`src/rtl/instr_field_splitter.sv`:
```
// rtl/instr_field_splitter.sv - registered MIPS-32 field splitter with R/I/J/illegal classification (optional SPLIT_EXT_IMM_EN adds extended immediates)
module instr_field_splitter (
  input  logic        clk,
  input  logic        rst_n,
  input  logic        in_valid,
  input  logic [31:0] instruction,
`ifdef SPLIT_EXT_IMM_EN
  output logic [31:0] imm_sext,
  output logic [31:0] imm_zext,
`endif
  output logic        out_valid,
  output logic [5:0]  opc,
  output logic [4:0]  rs,
  output logic [4:0]  rt,
  output logic [4:0]  rd,
  output logic [4:0]  sa,
  output logic [5:0]  fun,
  output logic [15:0] imm,
  output logic [25:0] iindex,
  output logic [1:0]  itype,
  output logic        illegal
);

  localparam logic [1:0] ITYPE_I   = 2'b00;
  localparam logic [1:0] ITYPE_J   = 2'b01;
  localparam logic [1:0] ITYPE_R   = 2'b10;
  localparam logic [1:0] ITYPE_ILL = 2'b11;

  logic [31:0] instr_q;
  logic [1:0]  itype_q;
  logic        valid_q;
  logic [1:0]  itype_next;

  logic [5:0] in_opc;
  logic [4:0] in_rs;
  logic [4:0] in_rt;
  logic [5:0] in_fun;

  assign in_opc = instruction[31:26];
  assign in_rs  = instruction[25:21];
  assign in_rt  = instruction[20:16];
  assign in_fun = instruction[5:0];

  // Classify the incoming word; opcode decides first, qualifier fields only refine it.
  always_comb begin
    itype_next = ITYPE_ILL;
    casez (in_opc)
      6'b10?011, 6'b001???, 6'b00010?: itype_next = ITYPE_I;
      6'b000001: begin
        if (in_rt[4:1] == 4'b0000) itype_next = ITYPE_I;
      end
      6'b00011?: begin
        if (in_rt == 5'b00000) itype_next = ITYPE_I;
      end
      6'b000000: begin
        if ((in_fun[5:3] == 3'b100) || (in_fun == 6'b000010) ||
            (in_fun[5:1] == 5'b10101) || (in_fun == 6'b001000) ||
            (in_fun == 6'b001010) || (in_fun == 6'b001100))
          itype_next = ITYPE_R;
      end
      6'b010000: begin
        if (((in_fun == 6'b011000) && (in_rs == 5'b10000)) ||
            (in_rs == 5'b00100) || (in_rs == 5'b00000))
          itype_next = ITYPE_R;
      end
      6'b00001?: itype_next = ITYPE_J;
      default: itype_next = ITYPE_ILL;
    endcase
  end

  // Capture word and class on valid; otherwise hold them and drop out_valid.
  always_ff @(posedge clk or negedge rst_n) begin
    if (!rst_n) begin
      instr_q <= 32'h0;
      itype_q <= ITYPE_I;
      valid_q <= 1'b0;
    end else begin
      valid_q <= in_valid;
      if (in_valid) begin
        instr_q <= instruction;
        itype_q <= itype_next;
      end
    end
  end

  assign out_valid = valid_q;
  assign opc       = instr_q[31:26];
  assign rs        = instr_q[25:21];
  assign rt        = instr_q[20:16];
  assign rd        = instr_q[15:11];
  assign sa        = instr_q[10:6];
  assign fun       = instr_q[5:0];
  assign imm       = instr_q[15:0];
  assign iindex    = instr_q[25:0];
  assign itype     = itype_q;
  assign illegal   = (itype_q == ITYPE_ILL);

`ifdef SPLIT_EXT_IMM_EN
  // Extended immediates come straight off the captured word, so they reset and hold with it.
  assign imm_sext = {{16{instr_q[15]}}, instr_q[15:0]};
  assign imm_zext = {16'h0, instr_q[15:0]};
`else
  // Only the raw 16-bit immediate slice is presented in this build.
`endif

endmodule

```
`config.mk`:
```
export PLATFORM = sky130hd
export DESIGN_NAME = instr_field_splitter
export DESIGN_NICKNAME = d
export VERILOG_FILES = /design/src/rtl/instr_field_splitter.sv
export SDC_FILE = /design/constraint.sdc
export NUM_CORES = 1
export LEC_CHECK = 0
export CORE_ASPECT_RATIO = 0.6
export CORE_MARGIN = 3
export CORE_UTILIZATION = 33
export CTS_CLUSTER_DIAMETER = 80
export DETAILED_ROUTE_END_ITERATION = 7
export HOLD_SLACK_MARGIN = 0.1
export PLACE_DENSITY = 0.76
export SLEW_MARGIN = 0
export SYNTH_ARGS = -nofsm -noshare
export SYNTH_HDL_FRONTEND = slang
export SYNTH_SLANG_ARGS = --single-unit
```
`constraint.sdc`:
```
create_clock -name clk -period 0.86 [get_ports clk]
set_input_delay 0.129 -clock clk [delete_from_list [all_inputs] [get_ports clk]]
set_output_delay 0.129 -clock clk [all_outputs]
set_load 0.01 [all_outputs]
```
### After elaboration in Yosys (flattened, before gate mapping)

Index checks and enable logic that the tools add are counted.

| storage, ports and cells | value |
|---|---|
| register bits | 35 |
| output and inout port bits | 78 |
| word-level logic and storage cells | 38 |

| operators by class | value |
|---|---|
| equal/unequal tests | 17 |
| muxes and demuxes | 5 |
| reduce and logical (&&, ||, !) cells | 13 |

Operators with widths:

| kind | number |
|---|---|
| equality test 6 x 4 -> 1 bit, second input constant | 3 |
| equality test 5 bit, second input constant | 3 |
| equality test 6 x 5 -> 1 bit, second input constant | 2 |
| case mux 2 bit (6 select lines) | 1 |
| equality test 5 x 2 -> 1 bit, second input constant | 2 |
| zero test 5 bit | 2 |
| logical OR 1 bit | 7 |
| equality test 6 x 1 -> 1 bit, second input constant | 1 |
| equality test 6 x 2 -> 1 bit, second input constant | 1 |
| zero test 6 bit | 1 |
| equality test 5 x 1 -> 1 bit, second input constant | 1 |
| equality test 5 x 3 -> 1 bit, second input constant | 1 |
| zero test 4 bit | 1 |
| 2-to-1 mux 2 bit | 2 |
| equality test 3 x 1 -> 1 bit, second input constant | 1 |
| equality test 3 bit, second input constant | 1 |
| OR reduction 3 bit | 1 |
| equality test 2 bit, second input constant | 1 |
| 2-to-1 mux 1 bit | 2 |
| logical AND 1 bit | 1 |

### Depth between registers and ports, before layout

Gate-level depths: netlist of run 1.

| logic depth | value |
|---|---|
| depth in word-level cells | 8 |
| depth in mapped cells | 6 |
| gate-level depth less buffers | 5 |

### Worst setup path before layout of run 1

No wires, ideal clock.

| timing | value |
|---|---|
| path kind | input to register |
| from | input instruction[1] |
| to | register itype_q[0] (netlist: itype[0]) |
| setup time | 0.122 ns |
| arrival | 1.082 ns |
| required time | 0.738 ns |
| path slack | -0.344 ns |
| cell stages on the path | 5 |
| buffers on the path | 0 |
| path through | or4b_4 o41ai_2 a21oi_1 nor2_1 o21ai_1 |

| on the way | value |
|---|---|
| longest elaborated chain between the ends | 8 |

Ends and longest elaborated chain:

| element | line | RTL |
|---|---|---|
| from (decl) | 6 | `input logic [31:0] instruction,` |
| equality test 6 x 2 -> 1 bit | 56 | `if ((in_fun[5:3] == 3'b100) \|\| (in_fun == 6'b000010) \|\|` |
| logical OR 1 bit (2 in series) | 56 |  |
| logical OR 1 bit (2 in series) | 57 | `(in_fun[5:1] == 5'b10101) \|\| (in_fun == 6'b001000) \|\|` |
| logical OR 1 bit | 58 | `(in_fun == 6'b001010) \|\| (in_fun == 6'b001100))` |
| 2-to-1 mux 1 bit | 56 |  |
| case mux 2 bit (6 select lines) (*) | 47 | `casez (in_opc)` |
| to (signal assigned) | 81 | `itype_q <= itype_next;` |
| to (decl) | 30 | `logic [1:0] itype_q;` |

Mark *: on every way between the ends. The rest lies on a longest branch, timed or not.
A chain may end at the register's enable or synchronous reset.

### Worst setup path after layout of run 1

| timing | value |
|---|---|
| from | register itype_q[1] (netlist: itype[1]) |
| to | output illegal |

| on the way | value |
|---|---|
| longest elaborated chain between the ends | 1 |

Ends and longest elaborated chain:

| element | line | RTL |
|---|---|---|
| equality test 2 bit | 96 | `assign illegal = (itype_q == ITYPE_ILL);` |
| to (decl) | 21 | `output logic illegal` |

Every way passes these cells.

==> results of run 1 <==
## cells by family (layout without fill, tap and decap cells)
family | Yosys count | count (layout)
AOI/OAI and AO/OA | 16 | 16
buffers and inverters | 49 | 156
DFF | 35 | 35
muxes | 32 | 32
and+or+nand+nor | 17 | 17
## per-stage QoR
step	utilization [%]	setup TNS, ns	hold slack (ns)	instances	cell area, sq um
global placement	53.96	-18.91	0.1066	296	2781
CTS	52.94	-10.04	0.09867	321	2729
floorplan	-	-0.6777	-0.1666	149	1819
detailed placement	53.96	-19.89	0.1169	296	2781
finish	54.95	-9.104	0.1474	322	2833
global route	54.95	-12.69	0.1576	322	2833
## what timing repair did
item,in CTS,in global routing
endpoints found under the setup margin,80,93
buffers inserted,15,0
hold endpoints to repair,37,1
hold buffers,2,1
pin swaps,9,5
gates resized for setup,372,23
## layout by cell type, fill, tap and decap left out, drive strengths merged
cell type and instances:
a21oi 4, a31oi 1, and2 1, and4b 1, buf 117, clkbuf 8
clkdlybuf4s15 1, clkdlybuf4s50 17, dfrtp 35, dlygate4sd2 3, dlygate4sd3 3, dlymetal6s2s 4
inv 3, mux2 32, nand4b 1, nor2 5, nor2b 2, nor3 3
o2111ai 1, o21ai 7, o41ai 3, or2b 1, or4 2, or4b 1
## worst max-delay path, stage by stage, from the launching register on
cell and delay, ns:
dfrtp_1 0.41, and2_1 0.17, buf_2 0.14
## power by group
group          switching (uW)  internal, uW
Sequential                125          1810
Clock                     575           731
Combinational             590           814
## sequential cells by signal, indices dropped and copies added (netlist names)
name       cells
instr_q       32
itype          2
out_valid      1
## final timing paths
kind / to / slack [ns]
worst max-delay path: illegal / -0.26
worst min-delay path: instr_q[4]$_DFFE_PN0P_ / 0.15
worst max register to register: itype[0]$_DFFE_PN0P_ / -0.23
worst min register to register: instr_q[29]$_DFFE_PN0P_ / 0.51
max in group asynchronous: instr_q[17]$_DFFE_PN0P_ / 0.31
min in group asynchronous: instr_q[15]$_DFFE_PN0P_ / 0.35
## area by class of cell
cell class,count,area share (%)
flip-flops and latches,35,30.92
inverters,3,0.3975
multi-input cells,65,21.55
repair buffers,145,40.68
well taps,66,2.915
clock buffers,8,3.534
## Yosys cell counts, drive strengths merged
library cell / instances
buf: 46
dfrtp: 35
mux2: 32
o21ai: 7
nor2: 5
a21oi: 4
inv: 3
nor3: 3
o41ai: 3
nor2b: 2
or4: 2
a31oi: 1
and2: 1
and4b: 1
nand4b: 1
o2111ai: 1
or2b: 1
or4b: 1
## layer usage
| layer | up-vias | global-route usage, % | wire length (um) |
|---|---|---|---|
| li1 | 688 | - | - |
| met1 | 686 | 18.92 | 2071 |
| met2 | 64 | 23.62 | 2186 |
| met3 | 4 | 4.646 | 471 |
| met4 | 0 | 3.483 | 41 |
| met5 | - | 0 | 0 |
==> results list, run 1 <==
* Gp weighted congestion: 0.8217
- In this run, the number of DRC markers left after iteration 0 of detailed routing was 52.
- The tree built by TritonCTS fans out to 35 sinks.
* Detailed placement HPWL: 3397 um
* Slew at the pin closest to its max-slew limit: 0.3743 ns
* Data arrival, critical path: 0.99 ns
- The clock reaches the later pin of the worst-skew pair after 0.28 ns.
- Dominant combinational cell family by area after synthesis: multiplexers
* Unrepaired setup endpoints after global routing: yes
- From left edge to right edge, the die measures 101.3 um.
- Least setup slack across all paths after layout: -0.2564 ns
* Residual antenna-violating net count after detailed routing: 0
- Area of all sequential standard cells: 875.8 sq um
- The setup path with the least slack is of type register to output port.
- Global routing used 14.58% of the available tracks.
- Leakage Power: 0.001378 uW
* Total number of nets in the final design: 290
- Total grt overflow: 0
* Max Clock Freq: 895.8 MHz
- The final-report hold violation count came to 0.
* Initial antenna violation count: 0
* Number of warnings reported in the yosys synthesis log: 0
* Top-area cell type share of the netlist area: 48.71%
- The multi-input combinational cells in the finished layout cover a total of 610.6 sq um.
- Along the worst path, the maximum fanout reaches 3.
* Post-synthesis cell area: 1798 sq um
- Summing the areas of all compound-gate instances in the mapped netlist gives 5.776% of the synthesized area.
* Share of the yosys chip area belonging to registers: 48.71%
- Num CTS Buffers: 5
- Power spread over the standard cell area amounts to 1639 nW/um^2.
- Placeable core region: 5155 sq um
- Setup violation total in the final timing report: 93
- CP required: 0.73 ns
* Arithmetic-cell share of the synthesized area counting full adders, half adders and majority gates: 0%
* Cell taking the most area after synthesis: dfrtp_1
- Die Area: 6399 sq um
- Count of state elements after synthesis: 35
- Final Max Tran Viols: 0
- Detailed-route DRC error count: 0
- By area the synthesized netlist is led by dfrtp_1, mux2_2, buf_4.
- Setup WS pre-CTS: -0.8580 ns
* Fill cell instance count of the final layout: 492
* Number of core rows: 20
- Across the run, the number of max-cap violations was 0.
* Multiplexer fraction of the synthesized cell area: 20.04%
- Reg2Reg Launch Point: itype[0]$_DFFE_PN0P_
- Maximum number of pins on one net before global-route repair: 36
- The count of buffers added on input and output ports is 112.
- Overall routed net length: 4771 um
- Clock tree root driver cell: clkbuf_8
* Clk_skew: 0 ns
- Startpoint types: register
- Chip Height: 63.18 um
- First-pass iteration count of the detailed router: 4
- Worst setup path startpoint: itype[1]$_DFFE_PN0P_
- Maximum root-to-sink buffer count: 2
- The startpoint identified for the worst hold timing path is instruction[4].
* Setup crit end kind: output port
- Total via count after detailed routing: 1442
- Min-Delay Path Class: input port to register
- Overall power consumption after layout is estimated at 4644 uW.
* Worst hold path cell count: 2
* Layout cells sized above 1: 64.84%
- When the netlist entered floorplanning its net count stood at 184.
* Number of instances in the synthesized netlist: 149
- After clock tree synthesis, the clock-pin slew on the worst setup and hold paths is 0.07 ns.
- The final reports fail on setup timing.
- After Yosys synthesis, XOR and XNOR cells account for 0% of the synthesized area.
* TritonCTS clock tree: built
* Routed length per placed instance: 14.82 um
- The first global-routing pass estimated 7507 um of wire.
- Max VDD drop: 0.0007238 V
* Antenna Cells: 0
- Relative slew margins: 75.00%
* Vias per cell: 4.478
- The average instance in the mapped netlist occupies 12.07 sq um.
- Result of the run: finished with violations
* Num ports: 113
- Post-route clock period utilization: 129.8%
* Register-to-Register Path Depth: 3
* Cell variety after synth: 22
- The number of global-route vias before repair is 1515.
- Of the total synthesized cell area, the portion taken by AND, OR, NAND and NOR gates is 6.193%.
- Final min period: 1.116 ns
- Number of levels the H-tree was split into: 2
* Area growth from synthesis to layout: 57.55%
- Initial cell density of the core: 34.88%
(Power assumes the default switching activity.)
==> run 2: changes to the inputs <==
CORE_UTILIZATION = 25   (was 33)
CTS_CLUSTER_DIAMETER = not set   (was 80)
PLACE_DENSITY = not set   (was 0.76)
==> run 2 against run 1 <==
Against the previous run:
- the flow still finishes with violations (setup timing)
- critical endpoint is now itype[0]$_DFFE_PN0P_
- sequential share of layout area rose by 0.93 points
- sequential power is essentially flat
- largest power group unchanged
- setup slack better by 0.012 ns
==> results list, run 2 (same netlist as run 1, synthesis figures left out) <==
- In this run the most critical hold path is launched from instruction[17].
- Max Clock Freq: 905.7 MHz
* Overall routed net length: 4805 um
- Post-route clock period utilization: 128.4%
- Detailed placement HPWL: 3558 um
* Die Area: 8279 sq um
- Counting the buffers created by CTS gives 5.
- More flip-flops sit in one register than any other, and that register is instr_q.
* Placeable core region: 6820 sq um
- For the final routed database, the setup TNS stands at -7.143 ns.
- Util after Layout: 40.32%
* Setup violation total in the final timing report: 86
- Num ports: 113
- Data on the critical path arrives at its endpoint at 1.27 ns.
- Total via count after detailed routing: 1402
- Setup crit end kind: register
- After clock tree synthesis, the clock-pin slew on the worst setup and hold paths is 0.05 ns.
- Iter 0 DRT Violations: 44
- From synthesis to final layout, the design area changed by 52.96%.
* Aggregate global-route resource usage: 11.79%
- Critical path fanouts, max: 2
- Clk_skew: 0 ns
- Final min period: 1.104 ns
- Result of the run: finished with violations
- The analysis attributes to cell leakage a power of 0.001313 uW.
- Initial cell density of the core: 26.36%
- Worst-path cell with the longest stage delay: or4b_4
* Residual antenna-violating net count after detailed routing: 0
- Classification of the worst setup path: input port to register
- The H-tree was split into 2 levels.
- Final hold analysis gives a worst-case slack of 0.08909 ns.
- The longest clock path from root to sink contains 2 buffers.
- Of the cells placed in the final design, the portion with a size suffix greater than 1 is 65.85%.
* Initial antenna violation count: 0
- The later pin in the worst-skew pair is clocked with a latency of 0.27 ns.
* Clock tree root driver cell: clkbuf_16
- Leading cell types in the layout, fill and taps excluded: buf_2, dfrtp_1, mux2_2, clkdlybuf4s50_1, buf_4
- The first detailed-routing pass ran for 3 iterations.
* Least setup slack across all paths after layout: -0.2441 ns
* Total number of nets in the final design: 282
- Number of sinks handled by clock tree synthesis: 35
- The die is 115.5 um wide.
- Final Max Tran Viols: 0
- TritonCTS built the clock tree.
- Total grt overflow: 0
- The worst hold path belongs to the class input port to register.
* Ordered list of cells on the worst path: buf_6, or4b_4, o41ai_4, a21oi_1, nor2_1, o21ai_2
- The register with the most flip-flops in the layout has 32 of them.
- CP required: 1.02 ns
* Hold-fix buffers, CTS: 1
- The first global-routing pass estimated 7672 um of wire.
- In this run the critical register-to-register path is launched from itype[0]$_DFFE_PN0P_.
- Via count of the first global-routing pass: 1486
* Number of core rows: 23
* Vias per cell: 4.210
- In this run the worst setup path begins at instruction[5].
* Antenna Cells: 0
- The congestion estimate from routability-driven global placement came to 0.7839.
- Commonest non-fill, non-tap cell in the layout: buf_2
- Dividing total power by cell area gives a power density of 1763 nW/um^2.
* Final Hold Vio Count: 0
- Routed length per placed instance: 14.43 um
- For this run, the slowest stage of the critical path takes 0.55 ns.
- Slew at the pin closest to its max-slew limit: 0.3387 ns
- In this run the tool buffered the top-level ports with 112 buffer cells.
- Maximum number of pins on one net before global-route repair: 36
- Across the run, the number of max-cap violations was 0.
- Unrepaired setup endpoints after global routing: yes
* Detailed-route DRC error count: 0
- The worst-case IR drop observed on VDD is 0.0006434 V.
- Startpoint types: input port
- Relative slew margins: 77.13%
* Failing checks: setup timing
- Chip Height: 71.69 um
## run 2: cell types whose count changed in the layout (fill, tap and decap cells not counted), sizes merged
cell           previous run  this run
buf                     117       112
clkbuf                    8         6
clkdlybuf4s15             1         0
dlygate4sd2               3         5
dlygate4sd3               3         1
dlymetal6s2s              4         2
## run 2: layout make-up
type | count | area, sq um
Clock buffer | 6 | 128.9
Tap cell | 87 | 108.9
Timing Repair Buffer | 137 | 997.2
Sequential cell | 35 | 875.8
Fill cell | 695 | 4070
Multi-Input combinational cell | 65 | 628.1
Inverter | 3 | 11.26
## run 2: where the power goes
part           leakage (uW)  switching [uW]  internal [uW]
Sequential         0.000406             121           1810
Clock             0.0000628             616           1040
Combinational      0.000845             567            692
Total               0.00131            1310           3540
## run 2: worst max-delay path: cells and delay by family
family	cells	cell delay, ns
compound gates	3	0.38
buf+inv	1	0.09
simple gates	2	0.67
## run 2: layer usage
layer  GRT usage, %  share of wire, %
met1          16.07                47
met2          17.95                43
met3          4.051               8.9
met4          3.125              0.89
met5              0                 0
## run 2: repair_timing
item / 4_1_cts / 5_1_grt
buffers inserted: 4 / 3
gates resized for setup: 363 / 16
pin swaps: 9 / 7
endpoints found under the hold margin: 36 / 2
setup endpoints to repair: 80 / 83
## run 2: final timing paths
path | to | slack, ns | cells past startpoint
worst min register to register | instr_q[28]$_DFFE_PN0P_ | 0.51 | 1
max in group asynchronous | instr_q[20]$_DFFE_PN0P_ | 0.32 | 3
min in group asynchronous | instr_q[8]$_DFFE_PN0P_ | 0.34 | 3
worst max register to register | itype[0]$_DFFE_PN0P_ | -0.21 | 3
worst max-delay path | itype[0]$_DFFE_PN0P_ | -0.24 | 6
worst min-delay path | instr_q[17]$_DFFE_PN0P_ | 0.09 | 2
## run 2: per-stage QoR
| stage | power [uW] | std cells | worst slack (ns) | cell area [sq um] |
|---|---|---|---|---|
| after floorplan | 2679 | 149 | -0.3422 | 1819 |
| after global placement | 3474 | 319 | -0.8539 | 2848 |
| after detailed placement | 3490 | 319 | -0.8949 | 2848 |
| after CTS | 4887 | 330 | -0.3641 | 2658 |
| after global routing | 5124 | 333 | -0.2860 | 2750 |
| final | 4850 | 333 | -0.2441 | 2750 |
==> run 3: changes to the inputs <==
CTS_CLUSTER_DIAMETER = 50   (was not set)
clock period = 0.95 ns   (was 0.86 ns; I/O delays follow)
==> run 3 against run 2 <==
Against the previous run:
- the flow still finishes with violations (setup timing)
- via count rose by 0.57%
- final area rose by 0.68%
- critical path depth down 2
- clock-buffer cell count unchanged
- final cell count rose by 0.90%
- combinational power down 7%
- setup slack better by 0.064 ns
- register-to-register slack improved by 0.03 ns
- sequential share of layout area decreased by 0.22 points
- non-clock buffer count increased by 3
- clock power shrank 10%
- largest cell class unchanged
==> results list, run 3 (same netlist as run 1, synthesis figures left out) <==
* CP required: 1.15 ns
- Data arrival, critical path: 1.33 ns
- The worst hold path begins at instruction[17].
* Number of sinks handled by clock tree synthesis: 35
- Global-route wire length before repair: 7355 um
- Relative slew margins: 80.90%
- Routed length per placed instance: 14.50 um
* Max Clock Freq: 884.5 MHz
- The worst register-to-register path ends at itype[0]$_DFFE_PN0P_.
- Max FFs per register: 32
* Detailed-route DRC error count: 0
- The die covers 8279 sq um.
- At the pin with the least slew margin, the transition time is 0.2827 ns.
* Number of levels the H-tree was split into: 2
- Num ports: 113
- Once the floorplan was initialized, standard cells occupied 26.36% of the core.
- The final critical path takes up 119.0% of the cycle.
- Maximum number of pins on one net before global-route repair: 25
- In this run the cell area measured after placement is 2843 sq um.
- Setup repair after global routing could not meet its margin everywhere.
- The worst hold path passes through 2 cells.
* Clk_skew: 0 ns
- Power density normalized to cell area: 1592 nW/um^2
- Via count of the first global-routing pass: 1449
- Area growth from synthesis to layout: 54.00%
* Vias per cell: 4.196
* Layout cells sized above 1: 63.05%
- Once detailed placement completed, the half-perimeter wirelength came to 3702 um.
- STA classifies the critical path endpoint as a register.
- Register-to-Register Path Depth: 4
* First-pass iteration count of the detailed router: 4
- Failing checks: setup timing
- Leakage Power: 0.001326 uW
- With fillers left out, the area of the finished cells amounts to 2769 sq um.
* Part of the power in the clock network: 33.8%
* Switching power as a share of total power: 26.51%
* Commonest non-fill, non-tap cell in the layout: buf_2
* Iter 0 DRT Violations: 86
* Initial antenna violation count: 0
- The final-report hold violation count is 0.
- Total number of nets in the final design: 285
- The floorplan has 23 rows.
- Clock-pin slew reported for the worst setup and hold paths after clock tree synthesis: 0.05 ns
- Min-Delay Path Class: input port to register
- The routed design could run at a clock period as short as 1.131 ns.
- Max-cap violations in this run came to 0.
- The worst hold path terminates at instr_q[17]$_DFFE_PN0P_.
- Hold timing on the final database bottoms out at a slack of 0.1232 ns.
- Result of the run: finished with violations
- The core region is 6820 sq um.
- Aggregate global-route resource usage: 11.52%
- Overall routed net length: 4873 um
- Sequential power share: 39.7%
- In this run the power spent charging and discharging nets is 1168 uW.
- Least setup slack across all paths after layout: -0.1805 ns
- Input and output buffers added on the ports amount to 112.
- In this run the horizontal extent of the chip is 115.5 um.
- For the worst-skew pair, the clock arrives at the later sink with an insertion delay of 0.27 ns.
- In this run the deepest clock path goes through 2 buffers.
* Gp weighted congestion: 0.7788
- TritonCTS built the clock tree.
- Biggest register: instr_q
- Along the worst path, the maximum fanout reaches 3.
- The final number of max-transition violations came to 0.
* Classification of the worst setup path: register to register
- The setup check on the worst reg-to-reg path leaves a slack of -0.18 ns.
- Total grt overflow: 0
* Chip Height: 71.69 um
- The layout has 693 filler cells.
- Num CTS Buffers: 5
- The finished layout holds 336 standard cells, fillers aside.
- CTS placed an instance of clkbuf_16 at the clock tree root.
* Reg2Reg Launch Point: itype[0]$_DFFE_PN0P_
- In this run, the combinational gates consume 26.5% of the power.
- Summing internal, switching and leakage power gives 4407 uW.
- The count of nets left with antenna violations once routing finished came out at 0.
* Multi-input combinational cell area: 590.6 sq um
- Leaving out fill and tap cells, the most frequent cells in the layout are buf_2, dfrtp_1, mux2_2, buf_6, clkdlybuf4s50_1.
* Startpoint types: register
- The sequential cells in the finished layout cover a total of 875.8 sq um.
- Setup WS pre-CTS: -0.8194 ns
- Including well taps, the total number of placed cells is 320.
- Antenna Cells: 0
- The routed layout has 1410 vias.
* Max VDD drop: 0.0006623 V
- Setup violations remaining at the end of the flow were counted as 51.
- Internal power comes to 3239 uW.
run 3: cell types whose count changed in the layout (fill, tap and decap cells not counted), moves of 2 or more:
cell     before  now
buf_2        76   71
a21oi_2       2    0
buf_6        16   23
a21oi_1       2    4
o21ai_2       2    0
run 3: worst max-delay path, stage by stage (launching register included):
cell,delay [ns]
dfrtp_1,0.37
buf_6,0.11
nor2_2,0.04
or4_1,0.41
o21ai_1,0.13
run 3: timing repair:
action / in CTS / in global routing
buffers inserted: 7 / 1
hold buffers: 2 / 0
endpoints found under the hold margin: 36 / 0
gates resized for setup: 363 / 15
pin swaps: 9 / 4
setup endpoints to repair: 80 / 78
run 3: layout make-up:
cell class              instances  share of cell area (%)
repair buffers                140                   38.05
flip-flops and latches         35                   31.63
multi-input cells              65                   21.33
clock buffers                   6                   4.654
well taps                      87                   3.931
inverters                       3                  0.4067
run 3: metrics by stage:
stage               TNS (ns)  util, %
global route          -3.807    40.60
global placement      -10.59    41.68
floorplan            -0.5247        -
finish                -1.476    40.60
detailed placement    -11.37    41.68
CTS                   -2.191    39.55
run 3: metal layers:
metal / wire (um) / global-route usage (%) / vias up
met5: 0 / 0 / -
met2: 2100 / 16.54 / 66
li1: - / - / 682
met3: 415 / 4.219 / 5
met1: 2303 / 15.84 / 657
met4: 54 / 4.297 / 0
run 3: how the worst max path moves through the flow:
stage / cells past startpoint / to / start
2_1_floorplan: 5 / itype[0]$_DFFE_PN0P_ / instruction[1]
4_1_cts: 6 / itype[0]$_DFFE_PN0P_ / instruction[5]
5_1_grt: 4 / itype[0]$_DFFE_PN0P_ / itype[0]$_DFFE_PN0P_
3_5_place_dp: 6 / itype[0]$_DFFE_PN0P_ / instruction[1]
3_3_place_gp: 6 / itype[0]$_DFFE_PN0P_ / instruction[1]
6_report: 4 / itype[0]$_DFFE_PN0P_ / itype[0]$_DFFE_PN0P_
run 3: power groups by stage:
stage | registers [uW] | clock network (uW) | logic (uW)
finish | 1750 | 1490 | 1170
global route | 1780 | 1600 | 1260
global placement | 1780 | 0 | 1360
CTS | 1750 | 1560 | 1140
floorplan | 1840 | 0 | 577
detailed placement | 1790 | 0 | 1370
